<file path="config.mk">
export PLATFORM = sky130hd
export DESIGN_NAME = line_fetch_arbiter
export DESIGN_NICKNAME = d
export VERILOG_FILES = /design/src/rtl/line_fetch_arbiter.sv
export SDC_FILE = /design/constraint.sdc
export NUM_CORES = 1
export LEC_CHECK = 0
export BUFFER_PORTS_ARGS = -buffer_cell sky130_fd_sc_hd__buf_2
export CAP_MARGIN = 20
export CORE_MARGIN = 5
export CORE_UTILIZATION = 50
export CTS_BUF_LIST = sky130_fd_sc_hd__clkbuf_4
export CTS_CLUSTER_SIZE = 8
export DETAILED_ROUTE_END_ITERATION = 8
export GPL_ROUTABILITY_DRIVEN = 0
export PLACE_DENSITY = 0.79
export SLEW_MARGIN = 25
export SYNTH_ARGS = -nofsm -noshare
export SYNTH_HDL_FRONTEND = slang
export SYNTH_SLANG_ARGS = --single-unit
export TNS_END_PERCENT = 30
</file>
<file path="constraint.sdc">
create_clock -name clk -period 2.8 [get_ports clk]
set_input_delay 0.28 -clock clk [delete_from_list [all_inputs] [get_ports clk]]
set_output_delay 0.28 -clock clk [all_outputs]
set_load 0.02 [all_outputs]
</file>
<file path="src/rtl/line_fetch_arbiter.sv">
// Shares one memory port between per-line framebuffer prefetch (priority) and host accesses.
// Latency: grant 1 cycle after the IDLE decision; lb_we / host_ack 1 cycle after mem_ack.
// Backpressure: mem_req is held until mem_ack; host_req is held until host_ack; one access in flight.
module line_fetch_arbiter #(
  parameter int ADDR_W          = 16,
  parameter int DATA_W          = 16,
  parameter int WORDS_PER_LINE  = 128,
  parameter int LINE_STRIDE     = 128,
  parameter int FB_BASE         = 0,
  parameter int HOST_SLOT_EVERY = 8
) (
  input  logic                              clk,
  input  logic                              rst_n,
  input  logic                              newline,
  input  logic                              newframe,
  input  logic                              visible_line,
  input  logic                              host_req,
  input  logic                              host_we,
  input  logic [ADDR_W-1:0]                 host_addr,
  input  logic [DATA_W-1:0]                 host_wdata,
  output logic                              host_ack,
  output logic [DATA_W-1:0]                 host_rdata,
  output logic                              mem_req,
  output logic                              mem_we,
  output logic [ADDR_W-1:0]                 mem_addr,
  output logic [DATA_W-1:0]                 mem_wdata,
  input  logic                              mem_ack,
  input  logic [DATA_W-1:0]                 mem_rdata,
  output logic                              lb_we,
  output logic [$clog2(WORDS_PER_LINE):0]   lb_addr,
  output logic [DATA_W-1:0]                 lb_wdata,
  output logic                              lb_display_bank,
  output logic                              fetch_overrun
);

  localparam int IDX_W = $clog2(WORDS_PER_LINE);
  localparam int VSH_W = $clog2(HOST_SLOT_EVERY + 1);

  localparam logic [1:0] IDLE = 2'd0;
  localparam logic [1:0] VID  = 2'd1;
  localparam logic [1:0] HOST = 2'd2;

  localparam logic [ADDR_W-1:0] BASE_A   = ADDR_W'(FB_BASE);
  localparam logic [ADDR_W-1:0] STRIDE_A = ADDR_W'(LINE_STRIDE);
  localparam logic [IDX_W-1:0]  LAST_IDX = IDX_W'(WORDS_PER_LINE - 1);
  localparam logic [VSH_W-1:0]  SLOT_MAX = VSH_W'(HOST_SLOT_EVERY);

  logic [1:0]        state;
  logic [ADDR_W-1:0] line_cnt;
  logic [ADDR_W-1:0] base;
  logic [IDX_W-1:0]  word_idx;
  logic              fetch_pending;
  logic              fill_bank;
  logic              vid_discard;
  logic [VSH_W-1:0]  vid_since_host;

  logic              start_line;
  logic              vid_win;
  logic              host_win;
  logic              vid_done;
  logic              host_done;
  logic [ADDR_W-1:0] eff_cnt;
  logic [ADDR_W-1:0] line_base;

  assign start_line = newline && visible_line;

  // newframe zeroes the counter before a coincident visible line uses it,
  // so the first line of a frame fetches from FB_BASE and leaves line_cnt=1.
  assign eff_cnt   = newframe ? '0 : line_cnt;
  assign line_base = BASE_A + eff_cnt * STRIDE_A;

  // No video grant on the cycle a new line restarts the fetch: the granted
  // address would belong to the line being abandoned.
  assign vid_win  = (state == IDLE) && fetch_pending && !start_line &&
                    (!host_req || (vid_since_host < SLOT_MAX));
  // host_req is ignored during the host_ack cycle so a completed request is
  // not granted a second time before the host has seen its ack.
  assign host_win = (state == IDLE) && !vid_win && host_req && !host_ack;

  assign vid_done  = (state == VID)  && mem_ack;
  assign host_done = (state == HOST) && mem_ack;

  // Line tracking: counter, fetch base, bank swap, word progress, overrun pulse.
  always_ff @(posedge clk or negedge rst_n) begin
    if (!rst_n) begin
      line_cnt        <= '0;
      base            <= '0;
      word_idx        <= '0;
      fetch_pending   <= 1'b0;
      fill_bank       <= 1'b0;
      lb_display_bank <= 1'b0;
      fetch_overrun   <= 1'b0;
    end else begin
      fetch_overrun <= start_line && fetch_pending;
      if (start_line) begin
        line_cnt        <= eff_cnt + ADDR_W'(1);
        base            <= line_base;
        word_idx        <= '0;
        fetch_pending   <= 1'b1;
        fill_bank       <= ~fill_bank;
        lb_display_bank <= fill_bank;
      end else begin
        line_cnt <= eff_cnt;
        if (vid_done && !vid_discard) begin
          word_idx <= word_idx + IDX_W'(1);
          if (word_idx == LAST_IDX) begin
            fetch_pending <= 1'b0;
          end
        end
      end
    end
  end

  // Arbitration FSM and registered memory port; one transaction at a time.
  always_ff @(posedge clk or negedge rst_n) begin
    if (!rst_n) begin
      state          <= IDLE;
      mem_req        <= 1'b0;
      mem_we         <= 1'b0;
      mem_addr       <= '0;
      mem_wdata      <= '0;
      vid_discard    <= 1'b0;
      vid_since_host <= '0;
    end else begin
      case (state)
        IDLE: begin
          if (vid_win) begin
            state       <= VID;
            mem_req     <= 1'b1;
            mem_we      <= 1'b0;
            mem_addr    <= base + ADDR_W'(word_idx);
            mem_wdata   <= '0;
            vid_discard <= 1'b0;
          end else if (host_win) begin
            state     <= HOST;
            mem_req   <= 1'b1;
            mem_we    <= host_we;
            mem_addr  <= host_addr;
            mem_wdata <= host_wdata;
          end
        end
        VID: begin
          // A line restart orphans the in-flight word; let it finish, drop its data.
          if (start_line) begin
            vid_discard <= 1'b1;
          end
          if (mem_ack) begin
            state   <= IDLE;
            mem_req <= 1'b0;
            if (vid_since_host < SLOT_MAX) begin
              vid_since_host <= vid_since_host + VSH_W'(1);
            end
          end
        end
        HOST: begin
          if (mem_ack) begin
            state          <= IDLE;
            mem_req        <= 1'b0;
            vid_since_host <= '0;
          end
        end
        default: state <= IDLE;
      endcase
    end
  end

  // Completion strobes toward the line buffer and the host.
  always_ff @(posedge clk or negedge rst_n) begin
    if (!rst_n) begin
      lb_we      <= 1'b0;
      lb_addr    <= '0;
      lb_wdata   <= '0;
      host_ack   <= 1'b0;
      host_rdata <= '0;
    end else begin
      lb_we    <= vid_done && !vid_discard && !start_line;
      host_ack <= host_done;
      if (vid_done) begin
        lb_addr  <= {fill_bank, word_idx};
        lb_wdata <= mem_rdata;
      end
      if (host_done) begin
        host_rdata <= mem_rdata;
      end
    end
  end

endmodule

</file>
==> impl_summary.log <==
INFO  metric numCtsBuffers = 9
INFO  metric wire_length_of_the_first_global_routing_pass = around 17000 um
INFO  metric most-common-layout-cells = sky130_fd_sc_hd__buf_2, sky130_fd_sc_hd__dfrtp_1, sky130_fd_sc_hd__nand2_1, sky130_fd_sc_hd__nor2_1, sky130_fd_sc_hd__mux2_2
INFO  metric max-cap-violations = 0
INFO  metric ys_ff_latch = 112
INFO  metric area_growth = 20.1%
INFO  metric post_cts.repair.setup_buffers = 0
INFO  metric placeableCoreArea = between 9000 and 10000 um^2
INFO  metric ctsLongestPathBuffers = 2
INFO  metric series_of_cell_instances_along_the_critical_path = inv_1 -> ha_1 -> nand2_2 -> nor3_1 -> a21oi_1 -> o21ai_0
INFO  metric initial_util = 51.7%
INFO  metric finClkSkew = between 0.015 and 0.02 ns
INFO  metric insertion_delay = between 0.4 and 0.5 ns
INFO  metric timing.final.hold_violations = 0
INFO  metric hold-worst-slack = 0.0346 ns
INFO  metric largest_stage_delay_worst_path = a little over 0.5 ns
INFO  metric yosysWarningCount = 0
INFO  metric grt_setup_unrepaired = no
INFO  metric final-instance-count-excl-fill = 710
INFO  metric cpMaxStageDelayCell = sky130_fd_sc_hd__nand2_2
INFO  metric cellLeakagePower = between 0.002 and 0.003 uW
INFO  metric number_of_synthesized_flops_with_an_enable_pin = 0
INFO  metric totalNegativeSetupSlack = 0 ns
INFO  metric worst_hold_stages = 3
INFO  metric route.detailed.wl_per_inst = between 10 and 15 um
INFO  metric cts_htree_levels = 3
INFO  metric post_drt_via_cell_ratio = 5.09
INFO  metric postPlaceCellArea = around 5500 um^2
INFO  metric critical_path_required = ~3.2 ns
INFO  metric wl = approximately 11000 um
INFO  metric layout-drive-gt1-share = a little over a third
INFO  metric cts-root-buf = sky130_fd_sc_hd__clkbuf_4
INFO  metric timing_worst_setup_path_type = flip-flop to flip-flop
INFO  metric post-synth-top-area-cell = sky130_fd_sc_hd__dfrtp_1
INFO  metric portBuffers = 133
INFO  metric dieArea = between 10000 and 15000 um^2
INFO  metric critical_path_cell_count = 6
INFO  metric timing.hold.worst.class = input pin to flip-flop
INFO  metric power_density = 972 nW/um^2
INFO  metric route.detailed.drc = 0
INFO  metric ant_nets = 0
INFO  metric layout_setup_ws = around 0.80 ns
INFO  metric finalCritPeriodShare = 71.4%
INFO  metric worst-path-buf-inv = 1
INFO  metric layout_commonest_cell = sky130_fd_sc_hd__buf_2
INFO  metric synth.net_count = between 500 and 600
INFO  metric netlist_area = ~4800 um^2
INFO  metric synth.avg_cell_area = 10.9 um^2
INFO  metric grt_max_degree = 56
INFO  metric yosys-top-cells-area = sky130_fd_sc_hd__dfrtp_1, sky130_fd_sc_hd__mux2_2, sky130_fd_sc_hd__nand2_1
INFO  metric die_height = 108 um
INFO  metric placementRows = 35
INFO  metric design.portCount = 134
INFO  metric timing.max_slew.rel_slack = between 40% and 50%
INFO  metric synth_cells = between 400 and 500
INFO  metric die-width = ~110 um
INFO  metric critPathLaunchType = flip-flop
INFO  metric vdd.ir_drop.worst = approximately 660 uV
INFO  metric detail_route.iter0.violations = 143
INFO  metric cp.arrival = about 2.4 ns
INFO  metric synth_cell_type_count = 38
INFO  metric fillers = about 800
INFO  metric dr_vias = roughly 3600
INFO  metric antenna_violations_before_repair = 0
INFO  metric outcome = complete, no violations
INFO  metric first_global_vias = around 3700
INFO  metric final-max-slew-violation-count = 0
INFO  metric max_slew.worst_pin.slew = 0.758 ns
INFO  metric stdcell_area = between 5000 and 6000 um^2
INFO  metric cts.reportedPaths.clkPinSlew = between 0.15 and 0.2 ns
INFO  metric grtUsageTotal = a little under a fifth
INFO  metric ys_async_sr_fraction = between 90% and 100%
INFO  metric layout.nets = between 600 and 700
INFO  metric placed_cells_incl_taps = 683
INFO  metric timing.critical_path.fanout_max = 29
INFO  metric timing.fmax = between 500 and 600 MHz
INFO  metric num_antenna_cells = 0
INFO  metric ff2ff_path_depth = 6
INFO  metric dp_slack = 0.776 ns
INFO  metric clock_tree_from_tritoncts = yes
INFO  metric postSynth.topFlopCell = sky130_fd_sc_hd__dfrtp_1
INFO  metric dp.final_hpwl = 7560 um
INFO  metric clock_sinks = around 110
INFO  metric drt_first_pass_iters = 4
INFO  metric timing.critical_path.max_delay_family = simple AND/OR/NAND/NOR gates
INFO  metric critical_path.endpoint_type = flip-flop
INFO  metric finalCriticalPeriod = ~2.0 ns
INFO  metric setup_viol_count_final = 0
INFO  metric grt_total_ovfl = 0
INFO  metric seq_area_frac_synth = between 50% and 60%
INFO  metric post-synth-top-area-fraction = roughly three fifths
## cell usage after synthesis, types with 3 or more instances
cell type / number
sky130_fd_sc_hd__nor2_1: 38
sky130_fd_sc_hd__a31oi_1: 18
sky130_fd_sc_hd__a21oi_1: 23
sky130_fd_sc_hd__buf_6: 4
sky130_fd_sc_hd__ha_1: 7
sky130_fd_sc_hd__nand3_1: 6
sky130_fd_sc_hd__mux2_2: 34
sky130_fd_sc_hd__nand2b_1: 6
sky130_fd_sc_hd__mux2_4: 7
sky130_fd_sc_hd__buf_2: 15
sky130_fd_sc_hd__o21ai_0: 14
sky130_fd_sc_hd__nand2_2: 3
sky130_fd_sc_hd__buf_4: 3
sky130_fd_sc_hd__xnor2_1: 12
sky130_fd_sc_hd__inv_1: 9
sky130_fd_sc_hd__nor2b_1: 3
sky130_fd_sc_hd__dfrtp_1: 112
sky130_fd_sc_hd__nor3_1: 4
sky130_fd_sc_hd__nand2_1: 96
## kinds of logic after synthesis
group	after synthesis	share of synthesized area (%)
AND/OR/NAND/NOR	172	16.1
flip-flops	112	58.4
adder cells (fa/ha/maj)	7	1.83
buffers and inverters	32	3.75
AO/OA/AOI/OAI	61	7.17
multiplexers	41	10.2
XOR/XNOR	14	2.56
## repair_timing
action	in CTS	in global routing
hold endpoints to repair	64	0
resized for setup	0	0
hold buffers	13	0
## report_power, final
group / leakage (uW) / switching [uW] / internal, uW
registers: 0.00142 / 310 / 2150
clock network: 0.0000600 / 524 / 185
logic: 0.00142 / 1490 / 940
## layout make-up
cell class                 count  area (um^2)  area share (%)
clock buffer                   9         67.6            1.17
clock inverter                 5         45.0           0.782
inverter                       9         33.8           0.586
multi-input combinational    295         1820            31.5
sequential                   112         2800            48.6
tap                          129          161            2.80
timing repair buffer         151          836            14.5
## metal layers
| metal | part of all wire [%] | global-route usage, % |
|---|---|---|
| met5 | 0 | 0 |
| met4 | 2.0 | 8.21 |
| met3 | 5.1 | 3.82 |
| met2 | 50 | 31.8 |
| met1 | 43 | 24.0 |
## state kept, by name, indices dropped and copies added (netlist names)
signal / flops
word_idx: 7
vid_discard: 1
host_ack: 1
mem_addr: 16
line_cnt: 9
lb_display_bank: 1
mem_wdata: 16
mem_req: 1
fill_bank: 1
fetch_overrun: 1
lb_wdata: 16
vid_since_host: 4
base: 9
lb_addr: 8
host_rdata: 16
lb_we: 1
mem_we: 1
state: 2
fetch_pending: 1
## metrics by stage
step,util [%],power (uW)
after detailed placement,59.4,4950
after global routing,62.1,5990
after global placement,59.4,4830
final,62.1,5600
after CTS,62.1,5670
after floorplan,-,4150
## tightest hold or removal path, stage by stage
cell and delay (ns):
sky130_fd_sc_hd__buf_2 0.10, sky130_fd_sc_hd__nand2_1 0.05, sky130_fd_sc_hd__a21oi_1 0.05
## path summary, 6_finish.rpt
check | from | end | slack [ns]
max in group asynchronous | rst_n | line_cnt[2]$_DFF_PN0_ | 1.49
hold reg to reg | base[15]$_DFFE_PN0P_ | base[15]$_DFFE_PN0P_ | 0.49
setup reg to reg | state[1]$_DFFE_PN0P_ | vid_since_host[0]$_DFFE_PN0P_ | 0.80
hold / removal | host_wdata[4] | mem_wdata[4]$_DFFE_PN0P_ | 0.03
setup / recovery | state[1]$_DFFE_PN0P_ | vid_since_host[0]$_DFFE_PN0P_ | 0.80
min in group asynchronous | rst_n | lb_wdata[3]$_DFFE_PN0P_ | 0.36
Power figures use the tool's default switching activity.
